File: config.mk
export PLATFORM = sky130hd
export DESIGN_NAME = ram_pipe_flat
export DESIGN_NICKNAME = d
export VERILOG_FILES = /design/src/rtl/ram_pipe_if.sv /design/src/rtl/ram_pipe.sv /design/src/flat_wrapper.sv
export SDC_FILE = /design/constraint.sdc
export NUM_CORES = 1
export LEC_CHECK = 0
export BUFFER_PORTS_ARGS = -buffer_cell sky130_fd_sc_hd__buf_2
export CAP_MARGIN = 15
export CORE_ASPECT_RATIO = 1.4
export CORE_UTILIZATION = 45
export CTS_CLUSTER_SIZE = 28
export DETAILED_ROUTE_END_ITERATION = 10
export GPL_TIMING_DRIVEN = 0
export REMOVE_ABC_BUFFERS = 1
export SYNTH_ARGS = -nofsm -noshare
export SYNTH_HDL_FRONTEND = slang
export SYNTH_SLANG_ARGS = --single-unit
File: constraint.sdc
create_clock -name clk -period 2.2 [get_ports clk]
set_input_delay 0.22 -clock clk [delete_from_list [all_inputs] [get_ports clk]]
set_output_delay 0.22 -clock clk [all_outputs]
set_load 0.03 [all_outputs]
File: src/rtl/ram_pipe_if.sv
// Request/response and clear-control bundle for ram_pipe.
// The master side (load/store unit) drives requests; the slave side is the memory.
interface ram_pipe_if #(
    parameter int unsigned DATA_WIDTH = 32,
    parameter int unsigned ADDR_WIDTH = 32
);
    logic                      req_valid;
    logic                      req_ready;
    logic                      req_we;
    logic [ADDR_WIDTH-1:0]     req_addr;
    logic [DATA_WIDTH/8-1:0]   req_wstrb;
    logic [DATA_WIDTH-1:0]     req_wdata;
    logic                      rsp_valid;
    logic [DATA_WIDTH-1:0]     rsp_rdata;
    logic                      rsp_err;
    logic                      clr_start;
    logic                      clr_busy;

    modport master (
        output req_valid, req_we, req_addr, req_wstrb, req_wdata, clr_start,
        input  req_ready, rsp_valid, rsp_rdata, rsp_err, clr_busy
    );

    modport slave (
        input  req_valid, req_we, req_addr, req_wstrb, req_wdata, clr_start,
        output req_ready, rsp_valid, rsp_rdata, rsp_err, clr_busy
    );
endinterface

File: src/rtl/ram_pipe.sv
// Byte-strobed single-port data RAM with a READ_LATENCY-deep response pipeline,
// address-error reporting and a one-word-per-cycle hardware clear engine.
module ram_pipe #(
    parameter int unsigned DATA_WIDTH   = 32,
    parameter int unsigned ADDR_WIDTH   = 32,
    parameter int unsigned MEM_SIZE     = 128,
    parameter int unsigned READ_LATENCY = 1
) (
    input  logic        clk,
    input  logic        rst_n,
    ram_pipe_if.slave   bus
);
    localparam int unsigned Bytes = DATA_WIDTH / 8;
    localparam int unsigned Words = MEM_SIZE / Bytes;
    localparam int unsigned OffW  = $clog2(Bytes);
    localparam int unsigned IdxW  = (Words > 1) ? $clog2(Words) : 1;

    typedef enum logic [0:0] {StIdle, StClear} state_e;

    state_e              state_q, state_d;
    logic [IdxW-1:0]     clr_idx_q, clr_idx_d;

    logic [DATA_WIDTH-1:0] mem_q [Words];

    logic [READ_LATENCY-1:0] pv_q, pv_d;
    logic [READ_LATENCY-1:0] pe_q, pe_d;
    logic [DATA_WIDTH-1:0]   pd_q [READ_LATENCY];
    logic [DATA_WIDTH-1:0]   pd_d [READ_LATENCY];

    logic                  accept;
    logic                  misaligned;
    logic                  out_of_range;
    logic                  addr_err;
    logic                  wr_ok;
    logic [IdxW-1:0]       word_idx;
    logic [DATA_WIDTH-1:0] rd_word;

    // Full-width range compare: high address bits must not alias into the array.
    always_comb begin
        misaligned   = |(bus.req_addr & ADDR_WIDTH'(Bytes - 1));
        out_of_range = 64'(bus.req_addr) >= 64'(MEM_SIZE);
        addr_err     = misaligned | out_of_range;
        word_idx     = IdxW'(bus.req_addr >> OffW);
        rd_word      = mem_q[word_idx];
        accept       = bus.req_valid & bus.req_ready;
        wr_ok        = accept & bus.req_we & ~addr_err;
    end

    always_comb begin
        state_d   = state_q;
        clr_idx_d = clr_idx_q;
        unique case (state_q)
            StIdle: begin
                if (bus.clr_start) begin
                    state_d   = StClear;
                    clr_idx_d = '0;
                end
            end
            StClear: begin
                clr_idx_d = clr_idx_q + 1'b1;
                if (clr_idx_q == IdxW'(Words - 1)) begin
                    state_d = StIdle;
                end
            end
            default: state_d = StIdle;
        endcase
    end

    always_ff @(posedge clk or negedge rst_n) begin
        if (!rst_n) begin
            state_q   <= StIdle;
            clr_idx_q <= '0;
        end else begin
            state_q   <= state_d;
            clr_idx_q <= clr_idx_d;
        end
    end

    // Contents are deliberately not reset; the clear engine owns zeroing.
    always_ff @(posedge clk) begin
        if (state_q == StClear) begin
            mem_q[clr_idx_q] <= '0;
        end else if (wr_ok) begin
            for (int b = 0; b < int'(Bytes); b++) begin
                if (bus.req_wstrb[b]) begin
                    mem_q[word_idx][b*8 +: 8] <= bus.req_wdata[b*8 +: 8];
                end
            end
        end
    end

    // Stage 0 captures the response at acceptance; data is pre-zeroed for writes/errors.
    always_comb begin
        pv_d    = '0;
        pe_d    = '0;
        pd_d[0] = '0;
        pv_d[0] = accept;
        pe_d[0] = accept & addr_err;
        if (accept && !bus.req_we && !addr_err) begin
            pd_d[0] = rd_word;
        end
        for (int i = 1; i < int'(READ_LATENCY); i++) begin
            pv_d[i] = pv_q[i-1];
            pe_d[i] = pe_q[i-1];
            pd_d[i] = pd_q[i-1];
        end
    end

    always_ff @(posedge clk or negedge rst_n) begin
        if (!rst_n) begin
            pv_q <= '0;
            pe_q <= '0;
            for (int i = 0; i < int'(READ_LATENCY); i++) begin
                pd_q[i] <= '0;
            end
        end else begin
            pv_q <= pv_d;
            pe_q <= pe_d;
            for (int i = 0; i < int'(READ_LATENCY); i++) begin
                pd_q[i] <= pd_d[i];
            end
        end
    end

    assign bus.req_ready = (state_q == StIdle);
    assign bus.clr_busy  = (state_q == StClear);
    assign bus.rsp_valid = pv_q[READ_LATENCY-1];
    assign bus.rsp_err   = pe_q[READ_LATENCY-1];
    assign bus.rsp_rdata = pd_q[READ_LATENCY-1];

endmodule
File: src/flat_wrapper.sv
// flat-port wrapper written by rule: the top's interface ports become plain ports
module ram_pipe_flat 
#(
    parameter int unsigned DATA_WIDTH   = 32,
    parameter int unsigned ADDR_WIDTH   = 32,
    parameter int unsigned MEM_SIZE     = 128,
    parameter int unsigned READ_LATENCY = 1
)
  (clk, rst_n, bus_req_valid, bus_req_we, bus_req_addr, bus_req_wstrb, bus_req_wdata, bus_clr_start, bus_req_ready, bus_rsp_valid, bus_rsp_rdata, bus_rsp_err, bus_clr_busy);
  ram_pipe_if #(.DATA_WIDTH(DATA_WIDTH), .ADDR_WIDTH(ADDR_WIDTH)) bus_i ();
  input  logic clk;
  input  logic rst_n;
  input wire logic [$bits(bus_i.req_valid)-1:0] bus_req_valid;
  input wire logic [$bits(bus_i.req_we)-1:0] bus_req_we;
  input wire logic [$bits(bus_i.req_addr)-1:0] bus_req_addr;
  input wire logic [$bits(bus_i.req_wstrb)-1:0] bus_req_wstrb;
  input wire logic [$bits(bus_i.req_wdata)-1:0] bus_req_wdata;
  input wire logic [$bits(bus_i.clr_start)-1:0] bus_clr_start;
  output wire logic [$bits(bus_i.req_ready)-1:0] bus_req_ready;
  output wire logic [$bits(bus_i.rsp_valid)-1:0] bus_rsp_valid;
  output wire logic [$bits(bus_i.rsp_rdata)-1:0] bus_rsp_rdata;
  output wire logic [$bits(bus_i.rsp_err)-1:0] bus_rsp_err;
  output wire logic [$bits(bus_i.clr_busy)-1:0] bus_clr_busy;
  assign bus_i.req_valid = bus_req_valid;
  assign bus_i.req_we = bus_req_we;
  assign bus_i.req_addr = bus_req_addr;
  assign bus_i.req_wstrb = bus_req_wstrb;
  assign bus_i.req_wdata = bus_req_wdata;
  assign bus_i.clr_start = bus_clr_start;
  assign bus_req_ready = bus_i.req_ready;
  assign bus_rsp_valid = bus_i.rsp_valid;
  assign bus_rsp_rdata = bus_i.rsp_rdata;
  assign bus_rsp_err = bus_i.rsp_err;
  assign bus_clr_busy = bus_i.clr_busy;
  ram_pipe #(.DATA_WIDTH(DATA_WIDTH), .ADDR_WIDTH(ADDR_WIDTH), .MEM_SIZE(MEM_SIZE), .READ_LATENCY(READ_LATENCY)) u_core (.clk(clk), .rst_n(rst_n), .bus(bus_i));
endmodule
==> flow_summary.yaml <==
status:
  outcome: "complete, but fails checks"
  violations: "negative setup slack"
cts:
  cts_tree: "yes"
  cts_root_buf: "clkbuf_16"
  cts.sinks: 1064
  clkLatencyLatePin_ns: 0.67
  cts_buffers: 94
  clkSlewWorstSetupHoldPaths_ns: 0.06
  cts.htree.levels: 3
  clockBufferDepth: 3
drt:
  drtIter0Drc: 2750
  firstDrtPassIters: 9
  dr_total_vias: 21780
  drtAntennaViolNets: 0
  drc: 0
  routed_wl_microns: 111000
  vias_per_cell: 6.05
  wl_per_cell_microns: 31.0
sta:
  layout_worst_path_cycle_share_pct: 112
  setup_viol: 1390
  slew_violations: 0
  hold_viol: 0
  setup_ws_ns: -0.265
  fmaxAchievable_mhz: 406
  setup-tns-final_ns: -148.85
  tightest_slew_ns: 1.06
  slew_headroom_pct: 29.2
  finClkSkew_ns: 0.0268
  fin_crit_ns: 2.46
  grt_setup_unrepaired: "yes"
global_route:
  grt_use_total_pct: 23.7
  grt_pass1_wl_microns: 156000
  antenna_found_initial: 4
  grt_max_degree: 94
  grt_overflow: 0
  grt_pass1_vias: 22526
logic_synthesis:
  synthesis.area_sq_mm: 0.0414
  synth_flop_cell: "edfxtp_1"
  async_flop_share_pct: 3.76
  muxShareOfSynthArea_pct: 14.7
  yosysTopAreaCell: "edfxtp_1"
  yosysMostFrequentCell: "edfxtp_1"
  yosysWarningCount: 0
  ys_top_cells_by_count: "edfxtp_1, mux4_2, nor2_1"
  synth_top_family_by_area: "multiplexers"
  ys_seq_elements: 1064
  yosys.cell_types.count: 38
  synth-compound-area-share_pct: 3.16
  ys_seq_area_share_pct: 76.7
  synthSimpleGateAreaFrac_pct: 3.69
  avgSynthCellArea_sq_um: 20.6
  synth_top_area_share_pct: 74.3
  synth_edf_count: 1024
  synth_xor_area_share_pct: 0.0423
  synth_area_leaders: "edfxtp_1, mux4_2, dfrtp_1, a22oi_1, nor2_1"
  synth_cells: 2008
  synth_fa_ha_area_share_pct: 0.0604
worst_hold_path:
  hold_class: "input port to flop"
  hold_start: "bus_req_wdata[25]"
final_layout:
  final_core_util_pct: 55.2
  syn2layout_area_growth_pct: 21.4
  drive_above_1_share_pct: 38.0
  num-nets-final: 2402
  nFillCells: 6819
  final_cells: 3600
power:
  power_switching_mw: 12.0
  power_frac_clock_pct: 34.7
  power_frac_seq_pct: 50.9
  leakage_nw: 17.2
  vdd_drop_max_mv: 0.563
  swShare_pct: 24.8
  p_comb_share_pct: 14.4
  power_density_mw_per_mm2: 962
  p_int_mw: 36.4
worst_setup_path:
  critPathTopFamily: "simple AND/OR/NAND/NOR gates"
  cp_data_required_time_ns: 2.49
  path_cells: "inv_1, nand2_1, nor2_1, mux2i_4, nor2_1"
  cpMostUsedCell: "nor2_1"
  worst_path_largest_cell_delay_ns: 0.69
  crit_type: "flop to flop"
  cp_max_fo: 10
  arrival_ns: 2.76
  end_kind: "flop"
  cp_slowest_cell: "nor2_1"
  startpoint_type: "flop"
  r2r-start: "u_core.clr_idx_q[4]"
  crit_start: "u_core.clr_idx_q[4]"
  cp_num_buf_inv: 1
job:
  maxCapViolCount: 0
floorplan:
  die_y_microns: 361
  core_sq_mm: 0.0911
  num_rows: 131
  initial_core_util_pct: 45.4
  die_area_sq_mm: 0.0933
  top_level_ports: 109
  fp.dieW_microns: 258
placement:
  dp_cells: 3219
  pre_cts_slack_ns: -2.12
  hpwl_microns: 61100
  port_buffers: 108
  place_congestion: 0.790
==> worst reg2reg max path, stage by stage (launching register included) <==
cell and delay [ns]:
dfrtp_1 0.53, inv_1 0.26, nand2_1 0.16, nor2_1 0.23, mux2i_4 0.21, nor2_1 0.69
==> cell families after synthesis <==
group,count (synthesis)
AOI/OAI and AO/OA,171
adders and majority gates,2
DFF,1064
and+or+nand+nor,352
buffers and inverters,129
muxes,288
xor gates and xnor gates,2
==> final timing paths <==
kind	endpoint	slack, ns	depth (start not counted)
max	u_core.mem_q[0][26]	-0.26	5
min	u_core.mem_q[10][25]	0.05	2
max reg2reg	u_core.mem_q[0][26]	-0.26	5
min reg2reg	u_core.clr_idx_q[0]	0.61	1
max in group asynchronous	u_core.bus.rsp_rdata[8]	1.54	3
min in group asynchronous	u_core.bus.rsp_rdata[21]	0.06	2
==> cells in the final DEF, fill, tap and decap left out, drive strengths merged, types with 2 or more instances in the layout <==
cell type / synthesis / final
and2: 35 / 66
nand2: 78 / 78
buf: 69 / 306
a21oi: 5 / 7
mux4: 256 / 256
a22o: 32 / 32
a22oi: 128 / 128
bufinv: 0 / 11
ha: 2 / 2
inv: 4 / 8
nor4: 7 / 7
nor2: 189 / 189
clkbuf: 56 / 128
dlygate4sd3: 0 / 4
o21ai: 2 / 2
nor2b: 6 / 6
dfrtp: 40 / 40
a31o: 2 / 2
edfxtp: 1024 / 1024
nand3: 5 / 5
nor3: 15 / 15
bufbuf: 0 / 2
nand2b: 5 / 5
or2: 2 / 2
mux2i: 32 / 32
clkinv: 0 / 30
nand3b: 5 / 5
==> registers in the layout, indices dropped and copies added, names as in the netlist <==
name and count:
u_core.mem_q 1024, u_core.bus.rsp_rdata 32, u_core.clr_idx_q 5, u_core.bus.clr_busy 1
u_core.bus.rsp_err 1, u_core.bus.rsp_valid 1
==> power by group through the flow <==
stage / combinational, mW / sequential [mW] / clock (mW)
floorplan: 2.74 / 24.8 / 0
global placement: 4.92 / 24.9 / 0
detailed placement: 4.92 / 25.1 / 0
CTS: 6.34 / 24.6 / 17.0
global route: 7.21 / 24.7 / 17.7
finish: 6.95 / 24.6 / 16.8
==> stage by stage <==
| stage | hold WS, ns | cell area, sq um | total power [mW] |
|---|---|---|---|
| 6_report | 0.0504 | 50300 | 48.4 |
| 4_1_cts | 0.0249 | 49400 | 47.9 |
| 3_5_place_dp | 0.231 | 43400 | 30.0 |
| 5_1_grt | 0.0569 | 50300 | 49.6 |
| 2_1_floorplan | -0.0756 | 40700 | 27.6 |
| 3_3_place_gp | 0.465 | 42800 | 29.9 |
==> layout make-up <==
cell class              count  area, sq um  area share, %
clock inverters            46          504           1.00
clock buffers             125         2590           5.16
diodes                      1         2.50        0.00498
flip-flops and latches   1064        31800           63.2
well taps                1197         1500           2.98
repair buffers            315         3440           6.85
inverters                   4         22.5         0.0448
multi-input cells         848        10500           20.8
==> timing repair <==
| action | 4_1_cts | 5_1_grt |
|---|---|---|
| setup endpoints to repair | 2080 | 2010 |
| endpoints found under the hold margin | 48 | 0 |
| cloned | 34 | 8 |
| pin swaps | 93 | 22 |
| gates resized for setup | 334 | 49 |
| hold buffers | 4 | 0 |
| buffers inserted | 123 | 42 |
==> metal layers <==
metal | vias up | GRT usage, % | share of wire, %
li1 | 8926 | - | -
met1 | 11586 | 29.7 | 37
met2 | 1018 | 39.9 | 51
met3 | 242 | 4.50 | 7.7
met4 | 8 | 10.5 | 4.2
met5 | - | 0 | 0.095
Note: power is estimated with default switching activity, not from simulation.
